**config.mk**
```make
export PLATFORM = sky130hd
export DESIGN_NAME = pixel_dispatcher
export DESIGN_NICKNAME = d
export VERILOG_FILES = /design/src/rtl/raytracer_pkg.sv /design/src/rtl/pixel_dispatcher.sv
export SDC_FILE = /design/constraint.sdc
export NUM_CORES = 1
export LEC_CHECK = 0
export ABC_AREA = 1
export CAP_MARGIN = 20
export CORE_ASPECT_RATIO = 1.4
export CORE_MARGIN = 2
export CORE_UTILIZATION = 61
export DETAILED_ROUTE_END_ITERATION = 10
export PLACE_DENSITY = 0.84
export RECOVER_POWER = 50
export SETUP_SLACK_MARGIN = 0.05
export SLEW_MARGIN = 20
export SYNTH_ARGS = -nofsm -noshare
export SYNTH_HDL_FRONTEND = slang
export SYNTH_SLANG_ARGS = --single-unit
```
**constraint.sdc**
```tcl
create_clock -name aclk -period 6.48 [get_ports aclk]
set_input_delay 1.296 -clock aclk [delete_from_list [all_inputs] [get_ports aclk]]
set_output_delay 1.296 -clock aclk [all_outputs]
set_load 0.02 [all_outputs]
```
**src/rtl/raytracer_pkg.sv**
```systemverilog
// Shared definitions for the ray-tracer pixel pipeline: dispatcher FSM
// states, default sizing and the core-count clamp helper.
package raytracer_pkg;

  localparam int MAX_CORES_DEFAULT = 2;
  localparam int IDX_W_DEFAULT     = 32;

  typedef enum logic [1:0] {
    ST_IDLE     = 2'd0,
    ST_DISPATCH = 2'd1,
    ST_DRAIN    = 2'd2,
    ST_DONE     = 2'd3
  } state_t;

  // Highest core number that takes part in the frame: the requested extra
  // cores, clamped to the cores that physically exist.
  function automatic int clamp_active(input logic [1:0] extra, input int max_cores);
    int req;
    req = int'(extra);
    return (req > max_cores - 1) ? max_cores - 1 : req;
  endfunction

endpackage

```
**src/rtl/pixel_dispatcher.sv**
```systemverilog
// Frame-level job dispatcher: hands pixel indices 1..width*height to the
// compute cores in strict round-robin order, then waits until every
// finished pixel has left the pixel buffer before signalling frame_done.
module pixel_dispatcher
  import raytracer_pkg::*;
#(
  parameter int MAX_CORES = MAX_CORES_DEFAULT,
  parameter int IDX_W     = IDX_W_DEFAULT
) (
  input  logic                 aclk,
  input  logic                 areset,
  input  logic                 start,
  input  logic                 abort,
  input  logic [12:0]          image_width,
  input  logic [12:0]          image_height,
  input  logic [1:0]           no_of_extra_cores,
  input  logic [MAX_CORES-1:0] core_ready,
  output logic [MAX_CORES-1:0] core_valid,
  output logic [IDX_W-1:0]     core_loop_index,
  input  logic                 pix_out_valid,
  output logic                 busy,
  output logic                 frame_done,
  output logic                 cfg_error
);

  localparam int PTR_W = (MAX_CORES > 1) ? $clog2(MAX_CORES) : 1;

  state_t             state;
  logic [12:0]        width_q;
  logic [12:0]        height_q;
  logic [PTR_W-1:0]   active;
  logic [PTR_W-1:0]   ptr;
  logic [IDX_W-1:0]   next_index;
  logic [IDX_W-1:0]   pix_count;
  logic [25:0]        product;
  logic [IDX_W-1:0]   total;
  logic               handshake;
  logic               last_job;

  // Frame size derived from the latched geometry, so later input changes
  // cannot disturb a frame in flight.
  assign product   = 26'(width_q) * 26'(height_q);
  assign total     = IDX_W'(product);
  assign handshake = (state == ST_DISPATCH) && core_ready[ptr];
  assign last_job  = (next_index == total);

  // Main FSM: latch configuration, step through jobs, drain, finish.
  // NOTE: sequential state uses non-blocking assignments so every register
  // samples the pre-edge values and the update order inside the block is irrelevant.
  always_ff @(posedge aclk or posedge areset) begin
    if (areset) begin
      state      <= ST_IDLE;
      width_q    <= '0;
      height_q   <= '0;
      active     <= '0;
      ptr        <= '0;
      next_index <= '0;
      cfg_error  <= 1'b0;
    end else begin
      cfg_error <= 1'b0;
      if (abort && (state != ST_IDLE)) begin
        // Abort wins over any handshake in the same cycle.
        state <= ST_IDLE;
      end else begin
        case (state)
          ST_IDLE: begin
            if (start) begin
              if ((image_width == '0) || (image_height == '0)) begin
                cfg_error <= 1'b1;
              end else begin
                width_q    <= image_width;
                height_q   <= image_height;
                active     <= PTR_W'(clamp_active(no_of_extra_cores, MAX_CORES));
                next_index <= IDX_W'(1);
                ptr        <= '0;
                state      <= ST_DISPATCH;
              end
            end
          end
          ST_DISPATCH: begin
            if (handshake) begin
              next_index <= next_index + IDX_W'(1);
              ptr        <= (ptr == active) ? '0 : ptr + PTR_W'(1);
              if (last_job) state <= ST_DRAIN;
            end
          end
          ST_DRAIN: begin
            if (pix_count == total) state <= ST_DONE;
          end
          ST_DONE: begin
            state <= ST_IDLE;
          end
          default: state <= ST_IDLE;
        endcase
      end
    end
  end

  // Finished-pixel counter: cleared while idle, counts in every active state
  // (including the cycle of the last handshake).
  always_ff @(posedge aclk or posedge areset) begin
    if (areset) begin
      pix_count <= '0;
    end else if (state == ST_IDLE) begin
      pix_count <= '0;
    end else if (pix_out_valid) begin
      pix_count <= pix_count + IDX_W'(1);
    end
  end

  // One-hot job offer to the core under the round-robin pointer only.
  // NOTE: the default assignment at the top of always_comb guarantees every
  // path drives core_valid, so no latch is inferred.
  always_comb begin
    core_valid = '0;
    if (state == ST_DISPATCH) core_valid[ptr] = 1'b1;
  end

  assign core_loop_index = next_index;
  assign busy            = (state == ST_DISPATCH) || (state == ST_DRAIN);
  assign frame_done      = (state == ST_DONE);

endmodule

```
-- Word level (Yosys, flattened, before mapping)
Cells that the tools add are included.
- logic and storage cells: 73
- output and inout bits: 37
- register bits after elaboration: 95
- bits in writable memories: 0
- bits in read-only memories: 0
- latch bits: 0
- memories: 0
- shifts and indexed selects: 0
- mux-type cells: 28
- multiply operators: 1
- add/sub/neg operators: 3
- $lt $le $gt $ge: 3
- reductions and logical operators: 14
- bitwise logic cells: 2
- equality and inequality tests: 14
- div/mod/pow operators: 0
- operator list (kind ; count):
    $mux 32 ; 5
    $add 32x1->32 const B ; 2
    $eq 32x26->1 ; 2
    $pmux 32 s2 ; 1
    $logic_not 13->1 ; 2
    $mul 13x13->26 ; 1
    $mux 2 ; 7
    $mux 1 ; 12
    $reduce_and 5->1 ; 2
    $ne 3x3->1 const B ; 3
    $pmux 2 s4 ; 1
    $ne 2x2->1 const B ; 3
    $ne 3x2->1 const B ; 2
    $reduce_bool 2->1 ; 3
    $eq 2x2->1 const B ; 2
    $reduce_and 4->1 ; 1
    $logic_and 1x1->1 ; 3
    $eq 2x1->1 const B ; 1
    $gt 2x1->1 const B ; 1
    $logic_not 2->1 ; 1
    $logic_or 1x1->1 ; 2
    $lt 1x2->1 const B ; 1
    $not 1->1 ; 2
    $pmux 1 s2 ; 1
    other kinds (4) ; 4

-- Longest topological paths before layout
Gate-level depths: netlist of the first run.
- depth after elaboration: 6
- mapped depth: 33

-- Worst setup path after synthesis of the first run
Ideal clock, no wire load.
- kind: reg-to-reg
- from: register height_q[3]
- to: register state[0]
- stages on the path, launching flop included: 33
- setup slack: 1.111 ns
- clock period less this slack: 5.369 ns
- arrival: 5.298 ns
- path through: dfrtp_1 clkbuf_1 nand2_1 fa_1 inv_1 fa_1 inv_1 fa_1 inv_1 fa_1 inv_1 fa_1 inv_1 ha_1 nand2_1 nand2_1 nand2_1 nand2_1 a21oi_1 nand2_2 nand2_1 nand2_1 nand2_1 nand2_1 nor2_1 nand3_1 nor2_1 nand3_1 nand2_1 nand3_1 nand2_1 inv_1 nor2_1
- cells in the longest elaborated chain, start to end: 4
- elaborated cells on any way between the ends: 6
- those cells by class: 1 x mul; 4 x eq/ne; 1 x reduce/logical
- ends and longest elaborated chain (item ; RTL line ; source):
    start, declared ; pixel_dispatcher.sv:30 ; logic [12:0] height_q;
    start signal, assigned ; pixel_dispatcher.sv:72 ; height_q <= image_height;
    $mul 13x13->26 * ; pixel_dispatcher.sv:42 ; assign product = 26'(width_q) * 26'(height_q);
    $eq 32x26->1, on equally long branches ; pixel_dispatcher.sv:88, pixel_dispatcher.sv:45 ;
    $ne 3x3->1 (no source line) / $ne 3x2->1 (equally long branches) ; - ;
    $reduce_and 5->1 (no source line) * ; - ;
    end signal, assigned ; pixel_dispatcher.sv:88 ; if (pix_count == total) state <= ST_DONE;
    end signal, assigned ; pixel_dispatcher.sv:91 ; state <= ST_IDLE;
    end signal, assigned ; pixel_dispatcher.sv:93 ; default: state <= ST_IDLE;
    end, declared ; pixel_dispatcher.sv:28 ; state_t state;
Every way passes the cells marked *; elsewhere a longest branch is shown, timed or not.
A chain may end at the register's enable or synchronous reset.

-- Final worst setup path of the first run
- from: register width_q[3]
- to: register state[0]
- cells in the longest elaborated chain, start to end: 4
- elaborated cells on any way between the ends: 6
- those cells by class: 1 x mul; 4 x eq/ne; 1 x reduce/logical
- ends and longest elaborated chain (item ; RTL line ; source):
    start, declared ; pixel_dispatcher.sv:29 ; logic [12:0] width_q;
    start signal, assigned ; pixel_dispatcher.sv:71 ; width_q <= image_width;
    $mul 13x13->26 * ; pixel_dispatcher.sv:42 ;
    $eq 32x26->1, on equally long branches ; pixel_dispatcher.sv:88, pixel_dispatcher.sv:45 ;
    $ne 3x3->1 (no source line) / $ne 3x2->1 (equally long branches) ; - ;
    $reduce_and 5->1 (no source line) * ; - ;
Marked as above.

==> summary.md, run 1 <==
| Metric | Value |
|---|---|
| I/O pins | `72` |
| Layout cells sized above 1 | `5.34%` |
| Number of synthesized flops with an enable pin | `0` |
| Clock Skew | `0.0147 ns` |
| DRC errors left | `0` |
| Req. time, crit path | `between 6 and 7 ns` |
| CTS root buf | `clkbuf_16` |
| Post-synth design cell area | `between 10,000 and 15,000 um2` |
| Post-Place Cell Area | `12,700 um2` |
| Crit share post-route | `between 90% and 100%` |
| Seq/Total Area, Yosys | `between 20% and 30%` |
| Die Area | `about 20,000 um2` |
| Die X | `around 120 um` |
| CTS max path bufs | `2` |
| Max-slew violation count | `approximately 100` |
| Slew @ Worst Pin | `~2.5 ns` |
| Final ANT Viol Nets | `0` |
| Synthesized flop and latch total | `95` |
| Most frequent cells in the layout | `532 x nand2_1, 337 x inv_1, 132 x nand3_1` |
| Row Count | `60` |
| Routed WL per cell | `~18 um` |
| Routed WL | `around 36,000 um` |
| Metal2 WL | `18,500 um` |
| Largest net degree at the start of global routing | `53` |
| CTS Buf Count | `9` |
| Final setup vio count | `0` |
| DP HPWL | `29,000 um` |
| Ys flop type | `dfrtp_1` |
| Mapped Avg Cell Area | `~6.9 um2` |
| Max-cap viol count | `2` |
| Via/cell ratio | `roughly 5.7` |
| Hold-fix buffer count after cts | `0` |
| Commonest non-fill, non-tap cell in the layout | `nand2_1` |
| Setup Total Neg Slack | `0 ns` |
| Syn Inst Count | `between 1,500 and 2,000` |
| P&R area growth vs syn | `11.6%` |
| Hold Vio Cnt, Final | `0` |
| Max Clock Freq | `around 160 MHz` |
| Post-synth cell types | `38` |
| Worst slew margin | `-63.8%` |
| Antenna Diode Count | `0` |
| Worst hold path type | `reg2reg` |
| Crit path DAT | `6.47 ns` |
| Syn nets | `1,920` |
| Failing checks | `max-capacitance violations, max-slew violations` |
| Metal3 WL | `~1700 um` |
| Startpoint Class | `flip-flop` |
| Placeable core region | `approximately 19,000 um2` |
| Vias | `11,400` |
| Global placer's final weighted congestion | `just under 1` |
| CTS sink cnt | `between 90 and 100` |
| Top layer in use | `met4` |
| First-pass GRT wire length | `58,000 um` |
| Die H | `168 um` |
| Critical Path End Type | `flip-flop` |
| CP Class | `reg2reg` |
| RSZ-0062 raised after global routing | `false` |
| Grt ovf | `0` |
| Final instance area | `around 13,000 um2` |
| Synth Warn # | `0` |
| Clk pin slew, worst setup/hold paths | `0.08 ns` |
| Initial cell density of the core | `roughly three fifths` |
| Tot GR Track Use | `36.7%` |
| Worst-Skew Late Latency | `around 0.37 ns` |
| Post-layout min period | `between 6 and 7 ns` |
| Final-stage net count | `1,987` |
| DR pass1 iterations | `6` |
| Antenna violations before repair | `0` |
| Number of global-route vias before repair | `11,800` |
| Initial DRC count | `between 700 and 800` |
| CTS tree | `done` |
| CP Max Fanout | `14` |
| Input/output buffers | `a little over 70` |
| Met1 WL | `roughly 13,000 um` |
| Status | `complete, but fails checks` |
| Share of flip-flops with an asynchronous set or reset after synthesis | `100%` |
| H-Tree Depth | `3` |
[cells by family (layout without fill, tap and decap cells)]
group                      count (synthesis)  in the layout  synth area share, %
and+or+nand+nor                          861            861                 31.2
buffers and inverters                    392            464                 12.6
adders and majority gates                198            198                 28.9
AOI/OAI and AO/OA                        128            128                 6.01
DFF                                       95             95                 20.3
xor gates and xnor gates                  13             13                0.971
[final timing paths]
path                       depth (start not counted)           from            end  slack [ns]
setup / recovery                                  27     width_q[3]       state[0]        0.30
setup reg to reg                                  27     width_q[3]       state[0]        0.30
max in group asynchronous                          3         areset  pix_count[21]        1.38
hold reg to reg                                    1  pix_count[21]  pix_count[21]        0.54
min in group asynchronous                          2         areset  pix_count[28]        2.02
hold / removal                                     1  pix_count[21]  pix_count[21]        0.54
[routing by layer]
layer  GRT usage (%)  vias to the layer above
met5               0                        -
met2            65.8                      489
li1                -                     5314
met1            39.2                     5378
met3            5.05                      175
met4            25.5                        0
[final cells by class]
| class | count | area (um2) |
|---|---|---|
| Clock buffer | 9 | 225 |
| Timing Repair Buffer | 94 | 880 |
| Inverter | 354 | 1330 |
| Sequential cell | 95 | 2400 |
| Fill cell | 1656 | 5980 |
| Multi-Input combinational cell | 1200 | 7850 |
| Tap cell | 248 | 310 |
| Clock inverter | 7 | 100 |
[critical path, cell delays in order (launching register included)]
cell	delay, ns
dfrtp_1	0.70
nand2_1	0.16
fa_1	0.60
fa_1	0.46
fa_1	0.54
fa_1	0.54
fa_1	0.58
inv_1	0.06
ha_1	0.39
nand2_1	0.20
inv_1	0.06
nand2_1	0.07
nand2_1	0.11
a21oi_1	0.27
nand2_2	0.11
nand2_1	0.09
nand2_1	0.08
nand2_1	0.06
nand2_1	0.04
nor2_1	0.08
nand3_1	0.09
nor2_1	0.17
nand3_1	0.17
nand2_1	0.14
nand3_1	0.10
nand2_1	0.09
inv_1	0.05
nor2_1	0.10
[synthesized netlist by cell type (2+ instances only)]
cell,count,area [um2]
ha_1,77,963
nor3_1,30,150
nand4_1,22,138
a21oi_1,52,260
a221oi_1,2,17.5
nor2_1,97,364
or2_2,2,12.5
inv_1,338,1270
dfrtp_1,95,2380
nor3_2,2,20.0
nor2_4,5,56.3
xor2_1,10,87.6
nand2_2,10,62.6
nand3_1,132,661
o31ai_1,4,30.0
nor2_2,6,37.5
and3_1,2,12.5
clkbuf_1,37,139
inv_2,16,60.1
a211oi_1,2,15.0
xnor2_1,3,26.3
o21ai_1,7,35.0
fa_1,121,2420
nand3b_1,5,37.5
nand2_1,531,1990
a31oi_1,3,18.8
o21bai_1,2,15.0
o21ai_0,48,240
o21a_1,3,22.5
nor4_1,15,93.8
[stage by stage]
step | hold WS [ns] | instances | util (%) | setup WS, ns
floorplan | 0.442 | 1687 | - | 1.11
global placement | 0.507 | 1988 | 66.9 | 0.331
detailed placement | 0.519 | 1988 | 66.9 | 0.251
CTS | 0.527 | 2004 | 68.6 | 0.219
global route | 0.555 | 2007 | 68.6 | 0.0718
finish | 0.540 | 2007 | 68.6 | 0.304
[sequential cells by signal (all words and copies together), names as in the netlist]
| register | count |
|---|---|
| active | 1 |
| cfg_error | 1 |
| core_loop_index | 32 |
| height_q | 13 |
| pix_count | 32 |
| ptr | 1 |
| state | 2 |
| width_q | 13 |
[timing repair]
action                                  CTS  global route
gates resized for setup                   0            15
buffers inserted                          0             3
endpoints found under the setup margin    0             2
Power of run 1 is left out: the tool's default activity adds up to more than one toggle a clock period on the data nets, which glitch-free logic cannot reach.
==> inputs of run 2 (changes only) <==
--- a/config.mk
+++ b/config.mk
@@ -13,6 +13,7 @@
 export DETAILED_ROUTE_END_ITERATION = 10
 export PLACE_DENSITY = 0.84
 export RECOVER_POWER = 50
+export REMOVE_ABC_BUFFERS = 1
 export SETUP_SLACK_MARGIN = 0.05
 export SLEW_MARGIN = 20
 export SYNTH_ARGS = -nofsm -noshare
==> run 2 against run 1 <==
Against the previous run: the flow still finishes with violations (max-capacitance violations, max-slew violations); utilization fell by 0.51 points; routed wire length fell by 7.8%; clock skew fell by 0.0044 ns; first-iteration DRC count rose by 13%; critical path depth rose by 2; die area did not move; via count fell by 1.2%; worst hold slack got worse by 0.022 ns; largest cell class unchanged.
==> summary.md, run 2 (synthesis gave the netlist of run 1 again) <==
| Metric | Value |
|---|---|
| Number of global-route vias before repair | `11,400 (was 11,800)` |
| Clock Skew | `0.0103 ns (was 0.0147 ns)` |
| DP Cell Count | `1,979 (was 1,988)` |
| DP HPWL | `26,500 um (was 29,000 um)` |
| Crit path DAT | `6.37 ns (was 6.47 ns)` |
| Placeable core region | `19,100 um2 (unchanged)` |
| Family with the most delay on the worst path | `adder cells (unchanged)` |
| Critical Path End Type | `flip-flop (unchanged)` |
| Worst path most repeated cell | `nand2_1 (unchanged)` |
| Initial cell density of the core | `61.5% (unchanged)` |
| Failing checks | `max-capacitance violations, max-slew violations (unchanged)` |
| Fillers | `1,683 (was 1,656)` |
| Largest net degree at the start of global routing | `65 (was 53)` |
| Worst slew margin | `-110% (was -63.8%)` |
| CTS sink cnt | `95 (unchanged)` |
| Input/output buffers | `71 (unchanged)` |
| CP Class | `reg2reg (unchanged)` |
| Final-stage net count | `1,975 (was 1,987)` |
| Max Clock Freq | `165 MHz (was 162 MHz)` |
| Clk pin slew, worst setup/hold paths | `0.08 ns (about the same)` |
| Worst r2r src | `height_q[1] (was width_q[3])` |
| Crit share post-route | `93.7% (was 95.3%)` |
| I/O pins | `72 (unchanged)` |
| Hold-fix buffer count after cts | `0 (unchanged)` |
| CTS root buf | `clkbuf_16 (unchanged)` |
| Global placer's final weighted congestion | `0.984 (was 0.993)` |
| Slowest CP cell | `dfrtp_1 (unchanged)` |
| Final ANT Viol Nets | `0 (unchanged)` |
| First-pass GRT wire length | `53,700 um (was 58,000 um)` |
| Routed WL per cell | `16.5 um (was 17.8 um)` |
| Tot GR Track Use | `33.5% (was 36.7%)` |
| Multi-input logic area | `7840 um2 (was 7850 um2)` |
| Hold path start | `pix_count[18] (was pix_count[21])` |
| Post-layout min period | `6.07 ns (was 6.18 ns)` |
| Sequential cell area | `2380 um2 (was 2400 um2)` |
| Die Area | `20,400 um2 (unchanged)` |
| Final Non-Filler Cells | `1,995 (was 2,007)` |
| Max-cap viol count | `2 (unchanged)` |
| Initial DRC count | `903 (was 798)` |
| Routed WL | `32,900 um (was 35,700 um)` |
| Final setup vio count | `0 (unchanged)` |
| H-Tree Depth | `3 (unchanged)` |
| Via/cell ratio | `5.62 (was 5.66)` |
| Buffers & Inverters on Critical Path | `6 (was 3)` |
| Setup Total Neg Slack | `0 ns (unchanged)` |
| Hold Vio Cnt, Final | `0 (unchanged)` |
| Worst-Skew Late Latency | `0.36 ns (was 0.37 ns)` |
| DR pass1 iterations | `6 (unchanged)` |
| Commonest non-fill, non-tap cell in the layout | `nand2_1 (unchanged)` |
| Die X | `121 um (unchanged)` |
| Req. time, crit path | `6.78 ns (about the same)` |
| CTS tree | `done (unchanged)` |
| DRC errors left | `0 (unchanged)` |
| CP peak stage delay | `0.67 ns (was 0.70 ns)` |
| Die H | `168 um (unchanged)` |
| CP Max Fanout | `14 (unchanged)` |
| CTS Buf Count | `9 (unchanged)` |
| CTS max path bufs | `2 (unchanged)` |
| Startpoint Class | `flip-flop (unchanged)` |
| Antenna Diode Count | `0 (unchanged)` |
| Slew @ Worst Pin | `3.13 ns (was 2.46 ns)` |
| Worst hold path type | `reg2reg (unchanged)` |
| P&R area growth vs syn | `10.8% (was 11.6%)` |
| Antenna violations before repair | `0 (unchanged)` |
| Layout cells sized above 1 | `4.12% (was 5.34%)` |
| Row Count | `60 (unchanged)` |
| Most frequent cells in the layout | `532 x nand2_1, 337 x inv_1, 132 x nand3_1 (unchanged)` |
| Critical Path Source | `height_q[1] (was width_q[3])` |
| Vias | `11,200 (was 11,400)` |
| Grt ovf | `0 (unchanged)` |
| Status | `complete, but fails checks (unchanged)` |
| RSZ-0062 raised after global routing | `false (unchanged)` |
| Max-slew violation count | `98 (unchanged)` |
| Hold_ws | `0.518 ns (was 0.540 ns)` |
==> run 2: cell count changes in the layout (fill, tap and decap cells not counted), moves of 2 or more <==
cell,change
dfrtp_1,+9
buf_4,-12
dfrtp_2,-8
dlygate4sd3_1,+2
clkdlybuf4s50_1,-2
==> run 2: timing repair <==
item                       CTS  global route
setup endpoints to repair    0             2
setup buffers                0             0
gates resized for setup      0             5
==> run 2: through the flow <==
| step | cell area (um2) | utilization, % | setup WS, ns |
|---|---|---|---|
| 6_report | 13000 | 68.1 | 0.408 |
| 5_1_grt | 13000 | 68.1 | 0.0571 |
| 4_1_cts | 13000 | 68.3 | 0.428 |
| 3_5_place_dp | 12700 | 66.5 | 0.447 |
| 3_3_place_gp | 12700 | 66.5 | 0.577 |
| 2_1_floorplan | 11600 | - | 1.25 |
==> run 2: worst paths after layout <==
kind                                 endpoint  slack [ns]  cells past startpoint
worst min register to register  pix_count[18]        0.52                      1
worst max register to register       state[0]        0.41                     29
max in group asynchronous         height_q[2]        1.43                      3
worst min-delay path            pix_count[18]        0.52                      1
min in group asynchronous       pix_count[27]        2.26                      2
worst max-delay path                 state[0]        0.41                     29
==> run 2: cell type report <==
class / count / share of cell area (%)
multi-input cells: 1200 / 60.3
flip-flops and latches: 95 / 18.3
inverters: 354 / 10.2
repair buffers: 82 / 6.08
well taps: 248 / 2.39
clock buffers: 9 / 1.73
clock inverters: 7 / 0.876
==> run 2: metal layers <==
metal | part of all wire [%] | GRT usage, % | up-vias
li1 | - | - | 5310
met1 | 37 | 37.9 | 5324
met2 | 51 | 58.7 | 435
met5 | 0 | 0 | -
met4 | 6.6 | 21.0 | 0
met3 | 5.3 | 5.01 | 146
Power of run 2 is left out for the same reason.
==> inputs of run 3 (changes only) <==
--- a/config.mk
+++ b/config.mk
@@ -11,6 +11,7 @@
 export CORE_MARGIN = 2
 export CORE_UTILIZATION = 61
 export DETAILED_ROUTE_END_ITERATION = 10
+export MAX_ROUTING_LAYER = met4
 export PLACE_DENSITY = 0.84
 export RECOVER_POWER = 50
 export REMOVE_ABC_BUFFERS = 1
==> run 3 against run 2 <==
Against the previous run: the run still ends with max-capacitance violations, max-slew violations left; routed wire length grew 3.0%; register-to-register slack got worse by 0.05 ns; utilization is essentially flat; non-clock buffer count grew 3; clock skew is 0.00096 ns lower; critical path type unchanged; highest routed layer unchanged.
==> summary.md, run 3 (synthesis gave the netlist of run 1 again) <==
| Metric | Value |
|---|---|
| Fillers | `1,670 (was 1,683)` |
| Vias | `11,300 (was 11,200)` |
| Layout cells sized above 1 | `4.29% (was 4.12%)` |
| Grt ovf | `0 (unchanged)` |
| Slew @ Worst Pin | `1.91 ns (was 3.13 ns)` |
| I/O pins | `72 (unchanged)` |
| Die Area | `20,400 um2 (unchanged)` |
| Placeable core region | `19,100 um2 (unchanged)` |
| Antenna Diode Count | `0 (unchanged)` |
| CTS Buf Count | `9 (unchanged)` |
| Commonest non-fill, non-tap cell in the layout | `nand2_1 (unchanged)` |
| Worst hold path type | `reg2reg (unchanged)` |
| Max Clock Freq | `163 MHz (was 165 MHz)` |
| Startpoint Class | `flip-flop (unchanged)` |
| CTS root buf | `clkbuf_16 (unchanged)` |
| Number of global-route vias before repair | `11,700 (was 11,400)` |
| Hold Vio Cnt, Final | `0 (unchanged)` |
| Clk pin slew, worst setup/hold paths | `0.08 ns (about the same)` |
| Most frequent cells in the layout | `532 x nand2_1, 337 x inv_1, 132 x nand3_1 (unchanged)` |
| P&R area growth vs syn | `10.8% (about the same)` |
| Die X | `121 um (unchanged)` |
| CTS max path bufs | `2 (unchanged)` |
| Max-slew violation count | `71 (was 98)` |
| CP Class | `reg2reg (unchanged)` |
| Worst slew margin | `-27.1% (was -110%)` |
| Input/output buffers | `71 (unchanged)` |
| Clock Skew | `0.00934 ns (was 0.0103 ns)` |
| Worst reg-to-reg path cell count | `28 (was 29)` |
| Final ANT Viol Nets | `0 (unchanged)` |
| Global placer's final weighted congestion | `0.992 (was 0.984)` |
| H-Tree Depth | `3 (unchanged)` |
| Routed WL | `33,900 um (was 32,900 um)` |
| Crit path DAT | `6.42 ns (was 6.37 ns)` |
| Initial cell density of the core | `61.5% (unchanged)` |
| CTS sink cnt | `95 (unchanged)` |
| Antenna violations before repair | `0 (unchanged)` |
| CTS tree | `done (unchanged)` |
| First-pass GRT wire length | `55,200 um (was 53,700 um)` |
| Post-layout min period | `6.12 ns (was 6.07 ns)` |
| Status | `complete, but fails checks (unchanged)` |
| Hold Crit Depth | `1 (unchanged)` |
| Worst-Skew Late Latency | `0.37 ns (was 0.36 ns)` |
| Failing checks | `max-capacitance violations, max-slew violations (unchanged)` |
| DRC errors left | `0 (unchanged)` |
| Slowest CP cell | `dfrtp_1 (unchanged)` |
| DR pass1 iterations | `5 (was 6)` |
| RSZ-0062 raised after global routing | `false (unchanged)` |
| CP peak stage delay | `0.75 ns (was 0.67 ns)` |
| Max-cap viol count | `1 (was 2)` |
| Largest net degree at the start of global routing | `71 (was 65)` |
| Initial DRC count | `791 (was 903)` |
| Critical Path End Type | `flip-flop (unchanged)` |
| Setup Total Neg Slack | `0 ns (unchanged)` |
| CP Max Fanout | `14 (unchanged)` |
| Tot GR Track Use | `35.9% (was 33.5%)` |
| Req. time, crit path | `6.78 ns (about the same)` |
| DP HPWL | `27,500 um (was 26,500 um)` |
| Crit share post-route | `94.5% (was 93.7%)` |
| Final-stage net count | `1,978 (was 1,975)` |
| Routed WL per cell | `17.0 um (was 16.5 um)` |
| Die H | `168 um (unchanged)` |
| Worst path most repeated cell | `nand2_1 (unchanged)` |
| Hold-fix buffer count after cts | `0 (unchanged)` |
| Via/cell ratio | `5.64 (was 5.62)` |
| Row Count | `60 (unchanged)` |
| Final setup vio count | `0 (unchanged)` |
[run 3: path summary, 6_finish.rpt]
path / from / endpoint / slack [ns]
max: width_q[10] / state[0] / 0.36
min in group asynchronous: areset / pix_count[20] / 1.59
max in group asynchronous: areset / width_q[9] / 2.38
max reg2reg: width_q[10] / state[0] / 0.36
min reg2reg: pix_count[18] / pix_count[18] / 0.53
min: pix_count[18] / pix_count[18] / 0.53
[run 3: layer usage]
metal | vias to the layer above | global-route usage [%] | routed length [um]
met4 | 0 | 19.2 | 2110
li1 | 5310 | - | -
met1 | 5318 | 37.8 | 12100
met3 | 160 | 5.62 | 1990
met2 | 475 | 63.7 | 17700
met5 | - | - | 0
[run 3: timing repair]
item / in CTS / in global routing
resized for setup: 0 / 5
buffers inserted: 0 / 0
endpoints found under the setup margin: 0 / 2
[run 3: metrics by stage]
step	hold slack, ns	area [um2]	std cells	utilization [%]	worst slack (ns)
floorplan	0.442	11600	1649	-	1.25
global placement	0.510	12700	1982	66.6	0.475
detailed placement	0.516	12700	1982	66.6	0.409
CTS	0.529	13000	1998	68.3	0.369
global route	0.544	13000	1998	68.1	0.0550
finish	0.530	13000	1998	68.1	0.357
[run 3: layout make-up]
cell class | instances | area, um2 | share of cell area [%]
clock inverter | 6 | 81.3 | 0.626
clock buffer | 10 | 239 | 1.84
tap | 248 | 310 | 2.39
sequential | 95 | 2380 | 18.4
inverter | 354 | 1330 | 10.2
timing repair buffer | 85 | 813 | 6.26
multi-input combinational | 1200 | 7830 | 60.3
[run 3: critical path: cells and delay by family (launching register included)]
family | cells | cell delay, ns
adder cells (fa/ha/maj) | 6 | 3.02
AND/OR/NAND/NOR | 17 | 2.02
flip-flops | 1 | 0.75
buffers and inverters | 5 | 0.26
Power of run 3 is left out for the same reason.
